<file path="config.mk">
export PLATFORM = sky130hd
export DESIGN_NAME = bitty_control_unit_gen2
export DESIGN_NICKNAME = d
export VERILOG_FILES = /design/src/rtl/bitty_control_unit_gen2.sv
export SDC_FILE = /design/constraint.sdc
export NUM_CORES = 1
export LEC_CHECK = 0
export BUFFER_PORTS_ARGS = -buffer_cell sky130_fd_sc_hd__buf_2
export CAP_MARGIN = 0
export CORE_MARGIN = 5
export CORE_UTILIZATION = 34
export DETAILED_ROUTE_END_ITERATION = 16
export PLACE_DENSITY = 0.79
export SETUP_SLACK_MARGIN = 0.15
export SYNTH_ARGS = -nofsm -noshare
export SYNTH_HDL_FRONTEND = slang
export SYNTH_SLANG_ARGS = --single-unit
</file>
<file path="constraint.sdc">
create_clock -name clk -period 1.6 [get_ports clk]
set_input_delay 0.08 -clock clk [delete_from_list [all_inputs] [get_ports clk]]
set_output_delay 0.08 -clock clk [all_outputs]
set_load 0.02 [all_outputs]
</file>
<file path="src/rtl/bitty_control_unit_gen2.sv">
// bitty_control_unit_gen2: instruction sequencer for the bitty datapath.
// Decodes the 16-bit instruction word and steps it through
// source select, ALU execute, load/store wait and register write-back.
//
// Optional feature macro: CU_LS_TIMEOUT_EN
//   defined   -> LSWAIT is bounded to LS_TIMEOUT cycles; a timeout suppresses
//                the write-back and is reported on ls_err.
//   undefined -> LSWAIT waits for ls_done indefinitely and ls_err is 0.
//
// The instruction word is not latched here. It must stay stable from the run
// cycle through WB, because every output is decoded from it directly.
//
// state     | meaning
// ----------+--------------------------------------------------------------
// ST_SRC    | idle / fetch: first operand on the mux, wait for run
// ST_EXEC   | ALU operation; load/store request is issued
// ST_LSWAIT | hold the load/store request until ls_done (or timeout)
// ST_WB     | register write-back, branch strobe, one-cycle done pulse

module bitty_control_unit_gen2 #(
    parameter int DATA_W     = 16,
    parameter int LS_TIMEOUT = 64
) (
    input  logic              clk,
    input  logic              reset,
    input  logic              run,
    input  logic [15:0]       instruction,
    input  logic              ls_done,
    input  logic              cmp_eq,
    input  logic              cmp_gt,
    input  logic              cmp_lt,
    output logic [2:0]        alu_sel,
    output logic [3:0]        mux_sel,
    output logic [DATA_W-1:0] imm,
    output logic [1:0]        en_ls,
    output logic              sel_to_reg_c,
    output logic              en_s,
    output logic              en_c,
    output logic [7:0]        en_reg,
    output logic              en_i,
    output logic              done,
    output logic              branch_taken,
    output logic              ls_err
);

    typedef enum logic [1:0] {
        ST_SRC    = 2'd0,
        ST_EXEC   = 2'd1,
        ST_LSWAIT = 2'd2,
        ST_WB     = 2'd3
    } state_t;

    localparam logic [1:0] FMT_ALU = 2'b00;
    localparam logic [1:0] FMT_IMM = 2'b01;
    localparam logic [1:0] FMT_BR  = 2'b10;
    localparam logic [1:0] FMT_LS  = 2'b11;

    localparam logic [3:0] MUX_IMM  = 4'd8;
    localparam logic [3:0] MUX_IDLE = 4'd9;

    state_t      r_state;
    state_t      w_next;

    logic [2:0]  w_rx;
    logic [2:0]  w_ry;
    logic [1:0]  w_fmt;
    logic [2:0]  w_alu_op;
    logic [1:0]  w_cond;
    logic        w_is_store;
    logic [1:0]  w_ls_req;
    logic        w_cond_true;
    logic [11:0] w_imm12;
    logic        w_timeout;
    logic        w_err;

    assign w_rx       = instruction[15:13];
    assign w_ry       = instruction[12:10];
    assign w_alu_op   = instruction[4:2];
    assign w_fmt      = instruction[1:0];
    assign w_cond     = instruction[3:2];
    assign w_is_store = instruction[2];
    assign w_ls_req   = w_is_store ? 2'b10 : 2'b01;

    // Branch target is the 12-bit field; everything else carries imm8.
    assign w_imm12 = (w_fmt == FMT_BR) ? instruction[15:4] : {4'b0000, instruction[12:5]};
    assign imm     = DATA_W'(w_imm12);

    // Branch condition select from the ALU status flags.
    always_comb begin
        w_cond_true = 1'b0;
        case (w_cond)
            2'b00:   w_cond_true = cmp_eq;
            2'b01:   w_cond_true = cmp_gt;
            2'b10:   w_cond_true = cmp_lt;
            default: w_cond_true = 1'b1;
        endcase
    end

`ifdef CU_LS_TIMEOUT_EN
    // Wide enough to hold LS_TIMEOUT-1; at least one bit for LS_TIMEOUT=1.
    localparam int CNT_W = (LS_TIMEOUT > 1) ? $clog2(LS_TIMEOUT) : 1;

    logic [CNT_W-1:0] r_cnt;
    logic             r_err;

    assign w_timeout = (r_state == ST_LSWAIT) && !ls_done &&
                       (r_cnt == CNT_W'(LS_TIMEOUT - 1));
    assign w_err     = r_err;

    // Wait counter: held at zero outside LSWAIT so every wait starts fresh.
    always_ff @(posedge clk or negedge reset) begin
        if (!reset)
            r_cnt <= '0;
        else if (r_state != ST_LSWAIT)
            r_cnt <= '0;
        else if (!ls_done)
            r_cnt <= r_cnt + CNT_W'(1);
    end

    // Error flag: set by a timeout, lives through WB only.
    always_ff @(posedge clk or negedge reset) begin
        if (!reset)
            r_err <= 1'b0;
        else if (w_timeout)
            r_err <= 1'b1;
        else if (r_state == ST_WB)
            r_err <= 1'b0;
    end
`else
    logic w_unused_timeout;

    assign w_timeout        = 1'b0;
    assign w_err            = 1'b0;
    assign w_unused_timeout = (LS_TIMEOUT > 0);
`endif

    assign ls_err = (r_state == ST_WB) && w_err;

    // State register.
    always_ff @(posedge clk or negedge reset) begin
        if (!reset)
            r_state <= ST_SRC;
        else
            r_state <= w_next;
    end

    // Next-state decode.
    always_comb begin
        w_next = r_state;
        case (r_state)
            ST_SRC: begin
                if (run)
                    w_next = (w_fmt == FMT_BR) ? ST_WB : ST_EXEC;
            end
            ST_EXEC: begin
                w_next = (w_fmt == FMT_LS) ? ST_LSWAIT : ST_WB;
            end
            ST_LSWAIT: begin
                if (ls_done || w_timeout)
                    w_next = ST_WB;
            end
            ST_WB: begin
                w_next = ST_SRC;
            end
            default: w_next = ST_SRC;
        endcase
    end

    // Datapath control outputs, decoded from the state and the instruction.
    always_comb begin
        alu_sel      = 3'd0;
        mux_sel      = 4'd0;
        en_ls        = 2'b00;
        sel_to_reg_c = 1'b0;
        en_s         = 1'b0;
        en_c         = 1'b0;
        en_reg       = 8'h00;
        en_i         = 1'b0;
        done         = 1'b0;
        branch_taken = 1'b0;
        case (r_state)
            ST_SRC: begin
                en_i = 1'b1;
                if (w_fmt == FMT_BR) begin
                    mux_sel = MUX_IDLE;
                end else begin
                    mux_sel = {1'b0, w_rx};
                    en_s    = 1'b1;
                end
            end
            ST_EXEC, ST_LSWAIT: begin
                en_c    = 1'b1;
                alu_sel = w_alu_op;
                case (w_fmt)
                    FMT_IMM: mux_sel = MUX_IMM;
                    FMT_LS: begin
                        mux_sel      = {1'b0, w_ry};
                        en_ls        = w_ls_req;
                        sel_to_reg_c = 1'b1;
                    end
                    default: mux_sel = {1'b0, w_ry};
                endcase
            end
            ST_WB: begin
                done         = 1'b1;
                en_i         = 1'b1;
                sel_to_reg_c = (w_fmt == FMT_LS);
                branch_taken = (w_fmt == FMT_BR) && w_cond_true;
                if ((w_fmt != FMT_BR) && !((w_fmt == FMT_LS) && w_is_store) && !w_err)
                    en_reg = 8'h01 << w_rx;
            end
            default: ;
        endcase
    end

endmodule

</file>
# Word-level counts from Yosys, hierarchy flattened

Cells that the tools add are included.

Output and inout port bits: 40
Word-level logic and storage cells: 46
Flip-flop bits (word level): 2
Input bits: 23

Eq/ne operators: 11
Multiplexer cells: 24
Reduce and logical (&&, ||, !) cells: 9
Shift operators: 1

Operators by type and width:

| operator                                            | count |
|---|---|
| 2-to-1 mux 8 bit                                    | 2 |
| 2-to-1 mux 12 bit                                   | 1 |
| 2-to-1 mux 2 bit                                    | 6 |
| equality test 2 bit, second input constant          | 5 |
| 2-to-1 mux 1 bit                                    | 8 |
| 2-to-1 mux 4 bit                                    | 2 |
| case mux 2 bit (4 select lines)                     | 1 |
| case mux 4 bit (2 select lines)                     | 1 |
| << shifter 1 x 3 -> 8 bit, first input constant     | 1 |
| equality test 2 x 1 -> 1 bit, second input constant | 3 |
| != test 2 bit, second input constant                | 3 |
| logical NOT 2 bit                                   | 2 |
| OR reduction 2 bit                                  | 2 |
| logical AND 1 bit                                   | 3 |
| 2-to-1 mux 3 bit                                    | 1 |
| case mux 1 bit (3 select lines)                     | 1 |
| case mux 1 bit (2 select lines)                     | 1 |
| AND reduction 2 bit                                 | 1 |
| logical NOT 1 bit                                   | 1 |

# Longest topological paths before layout

Gate-level depths: netlist of run 1.

Word-level depth: 6
Gate-level depth with buffers: 5
Gate-level depth less buffers: 5

# Least setup slack after synthesis of run 1

No wires, ideal clock.

Path kind: register to output
Start point: register r_state[0]
End point: output port alu_sel[0]
Data required time: 1.520 ns
Cell stages (with the launch flop): 6
Path buffers: 1
Arrival: 1.577 ns
Slack: -0.057 ns
Cell sequence: dfrtp_1 -> inv_1 -> ha_1 -> clkbuf_1 -> inv_1 -> nor2_1

Word-level cells in the longest chain between the ends: 3
Elaborated cells between the ends (all ways): 4
Classes of those cells: eq/ne (2); mux (1); reduce/logical (1)

Ends and longest elaborated chain:

| element                                                             | RTL line | text |
|---|---|---|
| from (decl)                                                         | 61       | `state_t r_state;` |
| from (signal assigned)                                              | 144      | `r_state <= w_next;` |
| equality test 2 bit or equality test 2 x 1 -> 1 bit (tied branches) | 181      | `case (r_state)` |
| OR reduction 2 bit *                                                | 181      |  |
| 2-to-1 mux 3 bit *                                                  | 181      |  |
| to (decl)                                                           | 32       | `output logic [2:0] alu_sel,` |

Mark *: on every way between the ends. The rest lies on a longest branch, timed or not.

# Worst setup path after layout of run 1

Start point: register r_state[0]
End point: output port mux_sel[2]

Word-level cells in the longest chain between the ends: 3
Elaborated cells between the ends (all ways): 5
Classes of those cells: eq/ne (2); mux (1); reduce/logical (2)

Ends and longest elaborated chain:

| element                                                             | RTL line | text |
|---|---|---|
| equality test 2 bit or equality test 2 x 1 -> 1 bit (tied branches) | 181      |  |
| OR reduction 2 bit                                                  | 181      |  |
| case mux 4 bit (2 select lines) *                                   | 181      |  |
| to (decl)                                                           | 33       | `output logic [3:0] mux_sel,` |

Marks and branches as above.

==> results of run 1 <==
[worst paths after layout]
| kind | endpoint | slack (ps) | depth (start not counted) |
|---|---|---|---|
| max in group asynchronous | r_state[0] | 1320 | 2 |
| max reg2reg | r_state[0] | 140 | 7 |
| min reg2reg | r_state[0] | 690 | 2 |
| min in group clk | r_state[1] | 230 | 3 |
| max | mux_sel[2] | 50 | 6 |
| min | r_state[1] | 180 | 2 |
[cell families after synthesis]
family	after synthesis	synth area share (%)
buf+inv	15	15.5
other cells	1	0.645
compound gates	13	14.2
mux	9	17.2
fa+ha+maj	4	8.60
simple gates	40	35.3
flops	2	8.60
[through the flow]
step           setup TNS (ps)  instance area, um^2
2_1_floorplan               0                  647
3_3_place_gp                0                  918
3_5_place_dp                0                  918
4_1_cts                     0                 1040
5_1_grt                 -6.68                 1120
6_report                    0                 1120
[where the power goes]
part / leakage [uW] / switching, uW / internal, uW / total [uW]
Clock: 0.0000138 / 32.2 / 83.1 / 115
Combinational: 0.000552 / 912 / 738 / 1650
Sequential: 0.0000232 / 19.6 / 80.4 / 100
Total: 0.000589 / 963 / 901 / 1860
[final cells by class]
| cell class | count | area [um^2] | share of cell area [%] |
|---|---|---|---|
| Timing Repair Buffer | 69 | 437 | 38.9 |
| Tap cell | 17 | 21.3 | 1.89 |
| Multi-Input combinational cell | 71 | 567 | 50.4 |
| Inverter | 7 | 26.3 | 2.34 |
| Sequential cell | 2 | 50.0 | 4.45 |
| Clock buffer | 3 | 22.5 | 2.00 |
[cells in the mapped netlist, types with 2 or more instances]
cell type	instances	share of area, %
nor2_1	11	7.1
mux2_2	8	15
inv_1	7	4.5
and2_1	5	5.4
buf_4	5	6.5
nand2b_1	5	5.4
nand3_1	5	4.3
a21oi_1	4	3.4
ha_1	4	8.6
nand2_1	4	2.6
nor3_1	3	2.6
o21ai_0	3	2.6
a41oi_1	2	3.0
buf_6	2	3.9
dfrtp_1	2	8.6
nor2b_1	2	2.2
o211ai_1	2	2.6
[worst max-delay path, cell delays in order (launching register included)]
cell,delay [ps]
dfrtp_1,390
inv_2,90
ha_4,140
inv_2,40
or3_4,330
a21oi_4,130
buf_6,130
[layer usage]
metal / track usage [%] / vias up / routed length [um] / part of all wire, %
met5: 0 / - / 0 / 0
met4: 3.49 / 0 / 0 / 0
met3: 3.21 / 0 / 120 / 5.0
met2: 31.4 / 30 / 1310 / 54
met1: 19.0 / 410 / 969 / 40
li1: - / 417 / - / -
[layout by cell type (no fill, tap or decap), types with 4 or more instances in the layout]
master,n
buf_6,7
conb_1,5
inv_1,4
buf_2,43
buf_4,17
nor2_1,8
nand2b_1,5
and2_1,5
mux2_2,8
[what timing repair did]
action,4_1_cts,5_1_grt
buffers inserted,4,3
endpoints found under the hold margin,2,0
gates resized for setup,20,16
setup endpoints to repair,20,16
pin swaps,9,9
hold buffers,1,0
==> impl_metrics.py, run 1 <==
metrics = {
    "placement": {
        "dpl.hpwl_mm": 1.78,
        "post-place-cells": 158,
        "port_buffers": 57,
        "place.gp.congestion": 0.778,
        "place_ws_ps": 75.9,
    },
    "power_and_ir_drop": {
        "total_power_uw": 1860,
        "max-vdd-ir-drop_mv": 0.957,
        "p_leak_uw": 0.000589,
        "power_density_nw_per_um2": 1660,
    },
    "floorplanning": {
        "die_h_um": 51.4,
        "die_w_um": 51.4,
        "design.die.area_um2": 2640,
        "start_util_pct": 34.8,
        "ios": 63,
        "rows": 15,
        "coreArea_um2": 1670,
    },
    "sta": {
        "whs_ps": 178,
        "maxSlewViolCount": 0,
        "rsz0062_at_grt": "true",
        "min_period_ps": 1550,
        "post-route-period-util_pct": 96.8,
        "hold_viol": 0,
        "finalClockSkew_ps": 7.74,
        "fin_ws_ps": 51.9,
        "max_freq_ghz": 0.646,
        "setup_viol": 0,
    },
    "routing": {
        "vias": 857,
        "drc": 0,
        "antenna_left": 0,
        "routedWlPerCell_um": 14.2,
        "drtIter0Drc": 12,
        "vias_per_cell": 5.07,
        "dr.pass1.iters": 4,
        "routed_wl_mm": 2.40,
    },
    "final_layout": {
        "top_regs": "r_state: 2 flops",
        "nets": 181,
        "drive_gt1_share_pct": 65.1,
        "layout.cells.non_filler": 169,
        "n_antenna_cell": 0,
        "synthToLayoutAreaGrowth_pct": 93.1,
        "nFillCells": 146,
        "final_util_pct": 67.3,
        "largest_reg_flops": 2,
        "largest-register": "r_state",
    },
    "critical_path": {
        "worstSetupStartpoint": "r_state[0]",
        "crit_path_start_kind": "flop",
        "cp-end-kind": "output pin",
        "path_max_fanout": 3,
        "critPathKind": "reg2out",
        "crit_required_ps": 1520,
        "r2r-start": "r_state[0]",
        "cp.arrival_ps": 1470,
    },
    "cts": {
        "clkTransAtPathRegs_ps": 40,
        "cts_sinks": 2,
        "clock_path_buffers": 2,
        "numCtsBuffers": 3,
        "cts_tree": "built",
        "cts_root_buffer": "clkbuf_4",
        "worstSkewPairLatency_ps": 230,
        "cts_htree_levels": 1,
    },
    "grt": {
        "grt_pass1_vias": 770,
        "grt_pass1_wl_mm": 3.42,
        "grt.total_usage_pct": 16.6,
        "grt_overflow": 0,
        "antenna_found_initial": 0,
        "grt_max_degree": 12,
    },
    "yosys": {
        "synth_edf_count": 0,
        "seq_area_frac_synth_pct": 8.60,
        "synth_flop_cell": "dfrtp_1",
        "syn_inst": 84,
        "async_reset_ff_share_pct": 100,
        "avgSynthCellArea_um2": 6.93,
        "yosys_warnings": 0,
        "synth_area_um2": 582,
        "synth_cell_type_count": 27,
        "ys_ff_latch": 2,
    },
    "worst_hold_path": {
        "hp-class": "in2async",
    },
    "run": {
        "drv_cap": 0,
    },
    "outcome": {
        "status": "complete, no violations",
    },
}
Note: power is estimated with default switching activity, not from simulation.
==> inputs of run 2 (changes only) <==
--- a/config.mk
+++ b/config.mk
@@ -10,7 +10,8 @@
 export CORE_MARGIN = 5
 export CORE_UTILIZATION = 34
 export DETAILED_ROUTE_END_ITERATION = 16
-export PLACE_DENSITY = 0.79
+export PLACE_DENSITY = 0.86
+export REMOVE_ABC_BUFFERS = 1
 export SETUP_SLACK_MARGIN = 0.15
 export SYNTH_ARGS = -nofsm -noshare
 export SYNTH_HDL_FRONTEND = slang
==> impl_metrics.py, run 2 (same netlist as run 1, synthesis figures left out) <==
metrics = {
    "outcome": {
        "status": "complete, no violations",
    },
    "floorplanning": {
        "ios": 63,
        "design.die.area_um2": 2640,
        "coreArea_um2": 1670,
        "rows": 15,
        "die_w_um": 51.4,
        "start_util_pct": 34.8,
        "die_h_um": 51.4,
    },
    "final_layout": {
        "largest_reg_flops": 2,
        "regArea_um2": 50.0,
        "largest-register": "r_state",
        "multi_input_area_um2": 528,
        "drive_gt1_share_pct": 64.6,
        "layout_commonest_cell": "buf_2",
        "nFillCells": 135,
        "layout_common_cells": "buf_2, buf_4, buf_6",
        "top_regs": "r_state: 2 flops",
        "final_util_pct": 67.9,
        "layout.cells.non_filler": 175,
        "nets": 187,
        "synthToLayoutAreaGrowth_pct": 95.1,
        "n_antenna_cell": 0,
    },
    "grt": {
        "grt_use_met2_pct": 29.7,
        "grt_overflow": 0,
        "grt.total_usage_pct": 16.1,
        "grt_pass1_wl_mm": 3.28,
        "grt_pass1_vias": 795,
        "grt_max_degree": 11,
        "antenna_found_initial": 0,
        "grt-busiest-layer": "met2",
        "grt_use_met3_pct": 2.33,
        "met1_usage_pct": 17.0,
    },
    "routing": {
        "drtIter0Drc": 19,
        "routedWlPerCell_um": 13.0,
        "vias": 877,
        "vias_per_cell": 5.01,
        "drc": 0,
        "dr.pass1.iters": 4,
        "antenna_left": 0,
        "routed_wl_mm": 2.27,
    },
    "power_and_ir_drop": {
        "power_density_nw_per_um2": 1650,
        "p_leak_uw": 0.000602,
        "max-vdd-ir-drop_mv": 1.04,
    },
    "cts": {
        "cts_sinks": 2,
        "worstSkewPairLatency_ps": 230,
        "cts_root_buffer": "clkbuf_4",
        "cts_tree": "built",
        "numCtsBuffers": 3,
        "clock_path_buffers": 2,
        "cts_htree_levels": 1,
        "clkTransAtPathRegs_ps": 30,
    },
    "sta": {
        "finalClockSkew_ps": 2.02,
        "setup_viol": 0,
        "post-route-period-util_pct": 97.5,
        "min_period_ps": 1560,
        "whs_ps": 171,
        "max_freq_ghz": 0.641,
        "maxSlewViolCount": 0,
        "tns_ps": 0,
        "rsz0062_at_grt": "true",
        "hold_viol": 0,
    },
    "placement": {
        "place.gp.congestion": 0.719,
        "port_buffers": 57,
        "dpl.hpwl_mm": 1.70,
        "post-place-cells": 158,
    },
    "run": {
        "drv_cap": 0,
    },
    "critical_path": {
        "critPathKind": "reg2out",
        "path_max_fanout": 2,
        "cp.arrival_ps": 1480,
        "crit_required_ps": 1520,
        "crit_path_start_kind": "flop",
        "cp-end-kind": "output pin",
    },
    "worst_hold_path": {
        "hp-class": "in2async",
    },
}
run 2: report_power, final:
part / internal, uW / total (uW) / switching (uW)
Clock: 82.6 / 112 / 29.2
Combinational: 791 / 1650 / 858
Sequential: 80.4 / 107 / 26.9
run 2: timing repair:
action | CTS | global route
pin swaps | 4 | 6
buffers inserted | 9 | 4
hold buffers | 1 | 0
cloned | 0 | 0
endpoints found under the setup margin | 14 | 17
endpoints found under the hold margin | 2 | 0
gates resized for setup | 14 | 27
run 2: critical path, stage by stage (launching register included):
cell and delay, ps:
dfrtp_1 390, inv_2 90, ha_4 140, inv_2 30
or3_4 320, a21oi_2 130, buf_6 130
run 2: metrics by stage:
step | instance area, um^2 | setup slack (ps) | power, uW
after global routing | 1130 | 0.0621 | 2000
final | 1130 | 40.1 | 1870
after global placement | 870 | 141 | 1160
after floorplan | 533 | 33.2 | 824
after CTS | 1020 | 62.4 | 1650
after detailed placement | 870 | 85.0 | 1200
run 2: worst paths after layout:
path	cells past startpoint	slack [ps]	start	endpoint
worst min-delay path	2	170	reset	r_state[0]
min in group clk	3	250	run	r_state[1]
worst max register to register	6	200	r_state[1]	r_state[0]
max in group asynchronous	2	1330	reset	r_state[1]
worst max-delay path	6	40	r_state[0]	mux_sel[2]
worst min register to register	2	640	r_state[0]	r_state[0]
run 2: final cells by class:
type / count / area share (%)
multi-input combinational: 71 / 46.5
timing repair buffer: 75 / 42.9
sequential: 2 / 4.41
inverter: 7 / 2.32
clock buffer: 3 / 1.98
tap: 17 / 1.87
run 2: routing by layer:
| layer | vias to the layer above | wire, um | part of all wire [%] |
|---|---|---|---|
| li1 | 425 | - | - |
| met1 | 393 | 772 | 34 |
| met2 | 55 | 1210 | 53 |
| met3 | 4 | 256 | 11 |
| met4 | 0 | 28 | 1.2 |
| met5 | - | 0 | 0 |
